### src/rtl/cla_seq_if.sv
// Request/response bundle for cla_add_sequencer: two operand requesters and one result consumer.
// rsp_ovf is present only when CLA_SEQ_OVF_EN is defined.
interface cla_seq_if #(
    parameter int unsigned WIDTH = 32
);
    logic             req0_valid;
    logic             req0_ready;
    logic [WIDTH-1:0] req0_a;
    logic [WIDTH-1:0] req0_b;
    logic             req0_cin;

    logic             req1_valid;
    logic             req1_ready;
    logic [WIDTH-1:0] req1_a;
    logic [WIDTH-1:0] req1_b;
    logic             req1_cin;

    logic             rsp_valid;
    logic             rsp_ready;
    logic [WIDTH-1:0] rsp_sum;
    logic             rsp_cout;
    logic             rsp_id;
`ifdef CLA_SEQ_OVF_EN
    logic             rsp_ovf;
`endif

    // Producer/consumer side of the bundle
    modport master (
        output req0_valid, req0_a, req0_b, req0_cin,
        output req1_valid, req1_a, req1_b, req1_cin,
        output rsp_ready,
        input  req0_ready, req1_ready,
        input  rsp_valid, rsp_sum, rsp_cout, rsp_id
`ifdef CLA_SEQ_OVF_EN
        , input rsp_ovf
`endif
    );

    // Sequencer side of the bundle
    modport slave (
        input  req0_valid, req0_a, req0_b, req0_cin,
        input  req1_valid, req1_a, req1_b, req1_cin,
        input  rsp_ready,
        output req0_ready, req1_ready,
        output rsp_valid, rsp_sum, rsp_cout, rsp_id
`ifdef CLA_SEQ_OVF_EN
        , output rsp_ovf
`endif
    );
endinterface

### src/rtl/cla_add_sequencer.sv
// Two-requester round-robin sequencer running WIDTH-bit adds as serial 16-bit CLA beats.
// Optional macro CLA_SEQ_OVF_EN adds the registered two's-complement overflow output rsp_ovf.
module cla_add_sequencer #(
    parameter int unsigned WIDTH = 32
) (
    input  logic      clk,
    input  logic      rst_n,
    cla_seq_if.slave  bus
);
    localparam int unsigned BEATS  = WIDTH / 16;
    localparam int unsigned BEAT_W = (BEATS > 1) ? $clog2(BEATS) : 1;

    typedef enum logic [1:0] {
        S_IDLE = 2'd0,
        S_RUN  = 2'd1,
        S_DONE = 2'd2
    } state_e;

    state_e              state_q, state_d;
    logic [WIDTH-1:0]    a_q, a_d;
    logic [WIDTH-1:0]    b_q, b_d;
    logic [WIDTH-1:0]    sum_q, sum_d;
    logic [BEAT_W-1:0]   beat_q, beat_d;
    logic                carry_q, carry_d;
    logic                cout_q, cout_d;
    logic                id_q, id_d;
    logic                rr_q, rr_d;
    logic                valid_q, valid_d;
`ifdef CLA_SEQ_OVF_EN
    logic                ovf_q, ovf_d;
`endif

    logic                grant0_c, grant1_c, accept_c, last_c;
    logic [15:0]         s_c;
    logic                cout_c;

    // Round-robin grant: a lone requester always wins, a tie goes to rr_q
    assign grant0_c = bus.req0_valid & (~bus.req1_valid | ~rr_q);
    assign grant1_c = bus.req1_valid & (~bus.req0_valid |  rr_q);

    assign bus.req0_ready = rst_n & (state_q == S_IDLE) & grant0_c;
    assign bus.req1_ready = rst_n & (state_q == S_IDLE) & grant1_c;
    assign accept_c       = bus.req0_ready | bus.req1_ready;
    assign last_c         = (beat_q == BEAT_W'(BEATS - 1));

    // 16-bit slice: 4-bit group generate/propagate with lookahead across groups
    always_comb begin : cla_slice
        logic [15:0] x, y, bg, bp, c;
        logic [3:0]  gg, gp, gc;
        x  = '0;
        y  = '0;
        gg = '0;
        gp = '0;
        gc = '0;
        c  = '0;
        for (int unsigned k = 0; k < BEATS; k++) begin
            if (beat_q == BEAT_W'(k)) begin
                x = a_q[16*k +: 16];
                y = b_q[16*k +: 16];
            end
        end
        bg = x & y;
        bp = x ^ y;
        for (int unsigned j = 0; j < 4; j++) begin
            gg[j] = bg[4*j+3] | (bp[4*j+3] & bg[4*j+2])
                  | (bp[4*j+3] & bp[4*j+2] & bg[4*j+1])
                  | ((&bp[4*j+1 +: 3]) & bg[4*j]);
            gp[j] = &bp[4*j +: 4];
        end
        gc[0] = carry_q;
        gc[1] = gg[0] | (gp[0] & carry_q);
        gc[2] = gg[1] | (gp[1] & gg[0]) | (gp[1] & gp[0] & carry_q);
        gc[3] = gg[2] | (gp[2] & gg[1]) | (gp[2] & gp[1] & gg[0])
              | (gp[2] & gp[1] & gp[0] & carry_q);
        for (int unsigned j = 0; j < 4; j++) begin
            c[4*j] = gc[j];
            for (int unsigned i = 0; i < 3; i++) begin
                c[4*j+i+1] = bg[4*j+i] | (bp[4*j+i] & c[4*j+i]);
            end
        end
        s_c    = bp ^ c;
        cout_c = gg[3] | (gp[3] & gg[2]) | (gp[3] & gp[2] & gg[1])
               | (gp[3] & gp[2] & gp[1] & gg[0]) | ((&gp) & carry_q);
    end

    // FSM state register
    always_ff @(posedge clk or negedge rst_n) begin
        if (!rst_n) state_q <= S_IDLE;
        else        state_q <= state_d;
    end

    // FSM next state
    always_comb begin
        state_d = state_q;
        case (state_q)
            S_IDLE:  if (accept_c)      state_d = S_RUN;
            S_RUN:   if (last_c)        state_d = S_DONE;
            S_DONE:  if (bus.rsp_ready) state_d = S_IDLE;
            default:                    state_d = S_IDLE;
        endcase
    end

    // FSM outputs: operand capture, beat sequencing and result hold
    always_comb begin
        a_d     = a_q;
        b_d     = b_q;
        sum_d   = sum_q;
        beat_d  = beat_q;
        carry_d = carry_q;
        cout_d  = cout_q;
        id_d    = id_q;
        rr_d    = rr_q;
        valid_d = valid_q;
`ifdef CLA_SEQ_OVF_EN
        ovf_d   = ovf_q;
`endif
        case (state_q)
            S_IDLE: begin
                if (accept_c) begin
                    id_d    = grant1_c;
                    rr_d    = ~grant1_c;
                    a_d     = grant1_c ? bus.req1_a   : bus.req0_a;
                    b_d     = grant1_c ? bus.req1_b   : bus.req0_b;
                    carry_d = grant1_c ? bus.req1_cin : bus.req0_cin;
                    beat_d  = '0;
                end
            end
            S_RUN: begin
                for (int unsigned k = 0; k < BEATS; k++) begin
                    if (beat_q == BEAT_W'(k)) sum_d[16*k +: 16] = s_c;
                end
                carry_d = cout_c;
                beat_d  = beat_q + BEAT_W'(1);
                if (last_c) begin
                    cout_d  = cout_c;
                    valid_d = 1'b1;
`ifdef CLA_SEQ_OVF_EN
                    ovf_d   = (a_q[WIDTH-1] == b_q[WIDTH-1]) & (s_c[15] != a_q[WIDTH-1]);
`endif
                end
            end
            S_DONE: begin
                if (bus.rsp_ready) valid_d = 1'b0;
            end
            default: ;
        endcase
    end

    // Datapath registers
    always_ff @(posedge clk or negedge rst_n) begin
        if (!rst_n) begin
            a_q     <= '0;
            b_q     <= '0;
            sum_q   <= '0;
            beat_q  <= '0;
            carry_q <= 1'b0;
            cout_q  <= 1'b0;
            id_q    <= 1'b0;
            rr_q    <= 1'b0;
            valid_q <= 1'b0;
`ifdef CLA_SEQ_OVF_EN
            ovf_q   <= 1'b0;
`endif
        end else begin
            a_q     <= a_d;
            b_q     <= b_d;
            sum_q   <= sum_d;
            beat_q  <= beat_d;
            carry_q <= carry_d;
            cout_q  <= cout_d;
            id_q    <= id_d;
            rr_q    <= rr_d;
            valid_q <= valid_d;
`ifdef CLA_SEQ_OVF_EN
            ovf_q   <= ovf_d;
`endif
        end
    end

    assign bus.rsp_valid = valid_q;
    assign bus.rsp_sum   = sum_q;
    assign bus.rsp_cout  = cout_q;
    assign bus.rsp_id    = id_q;
`ifdef CLA_SEQ_OVF_EN
    assign bus.rsp_ovf   = ovf_q;
`endif

endmodule

### src/flat_wrapper.sv
// flat-port wrapper written by rule: the top's interface ports become plain ports
module cla_add_sequencer_flat 
#(
    parameter int unsigned WIDTH = 32
)
  (clk, rst_n, bus_req0_valid, bus_req0_a, bus_req0_b, bus_req0_cin, bus_req1_valid, bus_req1_a, bus_req1_b, bus_req1_cin, bus_rsp_ready, bus_req0_ready, bus_req1_ready, bus_rsp_valid, bus_rsp_sum, bus_rsp_cout, bus_rsp_id);
  cla_seq_if #(.WIDTH(WIDTH)) bus_i ();
  input  logic clk;
  input  logic rst_n;
  input wire logic [$bits(bus_i.req0_valid)-1:0] bus_req0_valid;
  input wire logic [$bits(bus_i.req0_a)-1:0] bus_req0_a;
  input wire logic [$bits(bus_i.req0_b)-1:0] bus_req0_b;
  input wire logic [$bits(bus_i.req0_cin)-1:0] bus_req0_cin;
  input wire logic [$bits(bus_i.req1_valid)-1:0] bus_req1_valid;
  input wire logic [$bits(bus_i.req1_a)-1:0] bus_req1_a;
  input wire logic [$bits(bus_i.req1_b)-1:0] bus_req1_b;
  input wire logic [$bits(bus_i.req1_cin)-1:0] bus_req1_cin;
  input wire logic [$bits(bus_i.rsp_ready)-1:0] bus_rsp_ready;
  output wire logic [$bits(bus_i.req0_ready)-1:0] bus_req0_ready;
  output wire logic [$bits(bus_i.req1_ready)-1:0] bus_req1_ready;
  output wire logic [$bits(bus_i.rsp_valid)-1:0] bus_rsp_valid;
  output wire logic [$bits(bus_i.rsp_sum)-1:0] bus_rsp_sum;
  output wire logic [$bits(bus_i.rsp_cout)-1:0] bus_rsp_cout;
  output wire logic [$bits(bus_i.rsp_id)-1:0] bus_rsp_id;
  assign bus_i.req0_valid = bus_req0_valid;
  assign bus_i.req0_a = bus_req0_a;
  assign bus_i.req0_b = bus_req0_b;
  assign bus_i.req0_cin = bus_req0_cin;
  assign bus_i.req1_valid = bus_req1_valid;
  assign bus_i.req1_a = bus_req1_a;
  assign bus_i.req1_b = bus_req1_b;
  assign bus_i.req1_cin = bus_req1_cin;
  assign bus_i.rsp_ready = bus_rsp_ready;
  assign bus_req0_ready = bus_i.req0_ready;
  assign bus_req1_ready = bus_i.req1_ready;
  assign bus_rsp_valid = bus_i.rsp_valid;
  assign bus_rsp_sum = bus_i.rsp_sum;
  assign bus_rsp_cout = bus_i.rsp_cout;
  assign bus_rsp_id = bus_i.rsp_id;
  cla_add_sequencer #(.WIDTH(WIDTH)) u_core (.clk(clk), .rst_n(rst_n), .bus(bus_i));
endmodule
### config.mk
export PLATFORM = sky130hd
export DESIGN_NAME = cla_add_sequencer_flat
export DESIGN_NICKNAME = d
export VERILOG_FILES = /design/src/rtl/cla_seq_if.sv /design/src/rtl/cla_add_sequencer.sv /design/src/flat_wrapper.sv
export SDC_FILE = /design/constraint.sdc
export NUM_CORES = 1
export LEC_CHECK = 0
export CAP_MARGIN = 20
export CELL_PAD_IN_SITES_DETAIL_PLACEMENT = 0
export CELL_PAD_IN_SITES_GLOBAL_PLACEMENT = 1
export CORE_ASPECT_RATIO = 1.2
export CORE_MARGIN = 2
export CORE_UTILIZATION = 25
export CTS_CLUSTER_SIZE = 25
export DETAILED_ROUTE_END_ITERATION = 8
export PLACE_DENSITY_LB_ADDON = 0.1
export SYNTH_ARGS = -nofsm -noshare
export SYNTH_HDL_FRONTEND = slang
export SYNTH_SLANG_ARGS = --single-unit
### constraint.sdc
create_clock -name clk -period 3.4 [get_ports clk]
set_clock_uncertainty 0.05 [all_clocks]
set_input_delay 0.85 -clock clk [delete_from_list [all_inputs] [get_ports clk]]
set_output_delay 0.85 -clock clk [all_outputs]
set_load 0.03 [all_outputs]
# After elaboration in Yosys (flattened, before gate mapping)
# Index checks and enable logic that the tools add are counted.
word_totals:
  regBits: 104
  in_bits: 135
  out_inout_bits: 37
  wordCells: 144
op_classes:
  addsub: 1
  n_eq_ne: 5
  mux: 16
  bitwise: 93
  n_reduce_logical: 18
ops:
  columns: ["operator", "count"]
  rows:
  - ["32-bit 2-to-1 mux", 2]
  - ["1-bit AND", 48]
  - ["1-bit OR", 37]
  - ["16-bit 2-to-1 mux", 2]
  - ["16-bit bitwise XOR", 2]
  - ["3-bit AND reduction", 6]
  - ["16-bit AND", 1]
  - ["16-bit AND reduction", 1]
  - ["4-bit AND reduction", 4]
  - ["2-bit AND reduction", 4]
  - ["2-bit 2-to-1 mux", 3]
  - ["1-bit one-hot mux with 2 select lines", 3]
  - ["2-bit one-hot mux with 3 select lines", 1]
  - ["1-bit 2-to-1 mux", 5]
  - ["1-bit inverter", 5]
  - ["2-bit by 1-bit inequality test with 1-bit output, second input constant", 2]
  - ["2-bit nonzero test", 2]
  - ["2-bit by 1-bit equality test with 1-bit output, second input constant", 1]
  - ["2-bit equality test, second input constant", 1]
  - ["2-bit logical NOT", 1]
  - ["2-bit inequality test, second input constant", 1]
  - ["1-bit adder, second input constant", 1]

# Longest topological paths before layout
depth:
  word_depth: 17
  mapped_depth: 15
  mapped_depth_nobuf: 13

# Worst setup path after synthesis
# No wires, ideal clock.
synth_path:
  kind: "reg-to-reg"
  start: "reg u_core.beat_q"
  end: "reg u_core.sum_q[30] (netlist: u_core.bus.rsp_sum[30])"
  setup_time_ns: 0.125
  arrival_ns: 3.351
  t_required_ns: 3.225
  path_slack_ns: -0.125
  path_stages_with_launch: 13
  n_path_buf: 2
  period_less_slack_ns: 3.525
  path_cell_list: "dfrtp_1 -> buf_2 -> buf_2 -> mux2_2 -> ha_1 -> a21oi_1 -> o211ai_1 -> nand2_1 -> o31ai_1 -> fa_1 -> fa_1 -> fa_1 -> mux2_2"
synth_between:
  elab_chain_len: 15
  word_cells_on_any_way: 45
  classes_between: "mux: 2; bitwise: 36; reduce/logical: 7"
synth_lines:
  columns: ["item", "line", "source"]
  rows:
  - ["start: declaration", "cla_add_sequencer.sv:23", "logic [BEAT_W-1:0] beat_q, beat_d;"]
  - ["start signal: assignment", "cla_add_sequencer.sv:168", "beat_q <= beat_d;"]
  - ["16-bit 2-to-1 mux", "cla_add_sequencer.sv:57", "if (beat_q == BEAT_W'(k)) begin"]
  - ["16-bit bitwise XOR / 16-bit AND (equally long branches)", "cla_add_sequencer.sv:63, cla_add_sequencer.sv:62", null]
  - ["1-bit AND (on tied branches)", "cla_add_sequencer.sv:65, cla_add_sequencer.sv:66", null]
  - ["1-bit OR / 1-bit AND (equally long branches)", "cla_add_sequencer.sv:65, cla_add_sequencer.sv:66", null]
  - ["1-bit OR", "cla_add_sequencer.sv:66", "| (bp[4*j+3] & bp[4*j+2] & bg[4*j+1])"]
  - ["1-bit OR", "cla_add_sequencer.sv:67", "| ((&bp[4*j+1 +: 3]) & bg[4*j]);"]
  - ["1-bit AND", "cla_add_sequencer.sv:73", "gc[3] = gg[2] | (gp[2] & gg[1]) | (gp[2] & gp[1] & gg[0])"]
  - ["1-bit OR (2 in series)", "cla_add_sequencer.sv:73", null]
  - ["1-bit OR", "cla_add_sequencer.sv:74", "| (gp[2] & gp[1] & gp[0] & carry_q);"]
  - ["1-bit AND", "cla_add_sequencer.sv:78", "c[4*j+i+1] = bg[4*j+i] | (bp[4*j+i] & c[4*j+i]);"]
  - ["1-bit OR", "cla_add_sequencer.sv:78", null]
  - ["1-bit AND", "cla_add_sequencer.sv:78", null]
  - ["1-bit OR", "cla_add_sequencer.sv:78", null]
  - ["16-bit bitwise XOR *", "cla_add_sequencer.sv:81", "s_c = bp ^ c;"]
  - ["named net u_core.s_c[14]", "cla_add_sequencer.sv:34", "logic [15:0] s_c;"]
  - ["end signal: assignment", "cla_add_sequencer.sv:167", "sum_q <= sum_d;"]
  - ["end: declaration", "cla_add_sequencer.sv:22", "logic [WIDTH-1:0] sum_q, sum_d;"]
# The timed path passes the listed nets; every way through them passes the cells marked *.
# A chain may end at the register's enable or synchronous reset.

# Worst setup path after layout
# Ends and elaborated chain as after synthesis.

==> impl_results.md <==
* CP max FO at 11
* Gr usage total at between 10% and 20%
* Placeable core region at approximately 21,000 um2
* CTS tree: yes
* Starting Density at 25.4%
* Total wire length at around 16 mm
* Detailed Place HPWL at 12.6 mm
* Pins over their slew limit at 0
* Drt first pass iters at 4
* Mapped Nets at between 600 and 700
* Nature of the critical path startpoint: flip-flop
* Final Instance Area at approximately 8100 um2
* First-pass GRT wire length at ~25 mm
* Synth Cell Area at 5300 um2
* Area growth syn-to-layout at 53.0%
* Vias per inst at approximately 4.5
* Via count at 4,478
* Fin crit share at between 90% and 100%
* Critical R2R Launch: u_core.beat_q
* Final setup violating endpoints at 0
* Share of cells above drive strength 1 at around 18%
* Routability cong. at 0.819
* Most frequent CP cell: fa_2
* Initial antenna violation count at 0
* Clock buffer count from CTS at 9
* Area occupied by multi-input gates at ~2700 um2
* # DRC at 0
* Hold Crit Class: reg -> reg
* Cell area power density at about 1100 nW/um2
* Crit end category: flip-flop
* CP Buf/Inv Count at 3
* Req. time, crit path at 3.58 ns
* H-tree lvl count at 3
* Cell breakdown of the critical path: buf_8, buf_4, mux2i_1, inv_1, ha_1, nand4_1, a31oi_2, nor2_2, o31ai_4, fa_2, fa_2, fa_2, mux2_2
* Sequential fraction of the synthesis area at approximately half
* Sequential cell area at ~2600 um2
* Tightest Pin Transition at roughly 0.94 ns
* Hold-fix buffers, CTS at 0
* Initial DRC count at roughly 170
* Reg2Reg Setup Slack at around 0.038 ns
* IO buf count at between 150 and 200
* Cell count after synthesis at 531
* Hold path cells at 2
* Filler Cell Count at 2,082
* Mapped Avg Cell Area at about 10 um2
* RSZ-0062 raised after global routing: yes
* Boundary Pins at ~170
* Peak Freq at about 300 MHz
* Top_reg_cell synth: dfrtp_1
* Crit Path Class: reg -> reg
* Max incr delay on CP at 0.46 ns
* Grt total ovfl at 0
* EDFF count, synth at 0
* Slowest cell on the critical path: dfrtp_2
* R2R depth at 13
* Critical Path End: u_core.bus.rsp_sum[30]
* Peak supply drop at 508 uV
* Minimum clock period at roughly 3.4 ns
* Clock transition at path regs at about 0.070 ns
* Worst-skew pair later-pin latency at 0.35 ns
* DR WL/cell at roughly 16 um
* Post-DP Area at 7490 um2
* Run status: finished, final reports clean
* Max-slew headroom at 37.5%
* Synthesis-stage register bit count at around 100
* Vias in the first global route at 4,740
* Die width at approximately 140 um
* Synthesis warning total at 0
* Crit path max-delay family: adder cells
* Largest net degree at the start of global routing at 71
* WP depth at 13
* Leakage at 3.68 nW
* Clock root cell: clkbuf_16
* Die area at 22,400 um2
* Number of diodes at 0
* Total clock sinks at approximately 100
* Final Hold Viols at 0
* Crit path from: u_core.beat_q
* Die Ht at about 160 um
* Setup TNS at 0 ns
* R2r endpoint: u_core.bus.rsp_sum[30]
* Post-DRT Antenna Nets at 0
* Cell variety after synth at 35
* Max_cap viols at 0
* FP Rows at 58
* CTS max path bufs at 2
* Crit path arrival time at 3.55 ns
* Async set-reset flop share out of synthesis at 100%
* Fin nets at 889
layout by cell type (no fill, tap or decap), types with 6 or more instances in the layout:
cell type,n
mux2_2,34
o21ai_0,23
mux2i_1,7
inv_1,11
a22oi_1,61
clkdlybuf4s50_1,168
clkbuf_16,10
ha_4,6
dfrtp_1,103
buf_4,39
nand2_1,172
fa_2,7
ha_1,10
state kept, by name, indices dropped and copies added, names as in the netlist:
signal	count
u_core.a_q	32
u_core.b_q	32
u_core.beat_q	1
u_core.bus.rsp_cout	1
u_core.bus.rsp_id	1
u_core.bus.rsp_sum	32
u_core.bus.rsp_valid	1
u_core.carry_q	1
u_core.rr_q	1
u_core.state_q	2
worst min-delay path by stage:
stage	startpoint	end	slack, ns
3_5_place_dp	u_core.b_q[3]	u_core.b_q[3]	0.41
4_1_cts	u_core.b_q[3]	u_core.b_q[3]	0.43
6_report	u_core.b_q[3]	u_core.b_q[3]	0.42
2_1_floorplan	u_core.a_q[17]	u_core.a_q[17]	0.39
5_1_grt	u_core.bus.rsp_sum[22]	u_core.bus.rsp_sum[22]	0.45
3_3_place_gp	u_core.bus.rsp_sum[22]	u_core.bus.rsp_sum[22]	0.41
tightest hold or removal path, cell delays in order (launching register included):
cell and delay [ns]:
dfrtp_1 0.34, nand2_1 0.05, nand2_1 0.05
repair_timing:
action,4_1_cts,5_1_grt
cloned,0,1
pin swaps,2,13
gates resized for setup,10,34
endpoints found under the setup margin,7,14
setup buffers,10,0
power breakdown:
group          switching, mW  internal (mW)
registers              0.426           1.85
logic                   2.76           2.56
clock network          0.447          0.631
total                   3.63           5.04
stage by stage:
step	total power, mW	instances	utilization [%]	setup WS, ns	hold WS, ns
5_1_grt	9.39	1001	38.8	-0.0974	0.455
6_report	8.67	1001	38.8	0.0381	0.420
2_1_floorplan	4.89	531	-	0.00306	0.390
4_1_cts	8.37	1001	37.9	0.000411	0.427
3_5_place_dp	6.92	975	35.8	-0.0822	0.410
3_3_place_gp	6.83	975	35.8	-0.00463	0.410
cell type report:
cell class                 count  share of cell area, %
clock buffer                  12                   3.29
clock inverter                 4                  0.632
inverter                      14                  0.648
multi-input combinational    384                   33.5
sequential                   104                   32.1
tap                          270                   4.16
timing repair buffer         213                   25.7
synthesized netlist by cell type (5+ instances only):
| library cell | count | area share [%] |
|---|---|---|
| nand2_1 | 174 | 12 |
| dfrtp_1 | 104 | 49 |
| a22oi_1 | 61 | 8.6 |
| mux2_2 | 35 | 7.4 |
| o21ai_0 | 28 | 2.6 |
| buf_2 | 22 | 2.1 |
| ha_1 | 16 | 3.8 |
| inv_1 | 13 | 0.92 |
| fa_1 | 12 | 4.5 |
| mux2i_1 | 11 | 2.1 |
| a21oi_1 | 8 | 0.76 |
| clkbuf_1 | 6 | 0.42 |
| nand2b_1 | 5 | 0.59 |
per-layer routing:
metal  vias up  global-route usage (%)  wire [um]  share of wire, %
met4         0                    4.87        257               1.6
li1       2216                       -          -                 -
met2        93                    27.0       8850                55
met5         -                       0          0                 0
met3        14                    1.77        490               3.0
met1      2155                    17.8       6580                41
logic make-up after synthesis:
family,after synthesis,synth area share (%)
xor gates and xnor gates,4,0.661
adders and majority gates,28,8.31
and+or+nand+nor,196,14.9
AOI/OAI and AO/OA,110,13.9
buffers and inverters,43,3.63
muxes,46,9.51
DFF,104,49.1
Note: power is estimated with default switching activity, not from simulation.
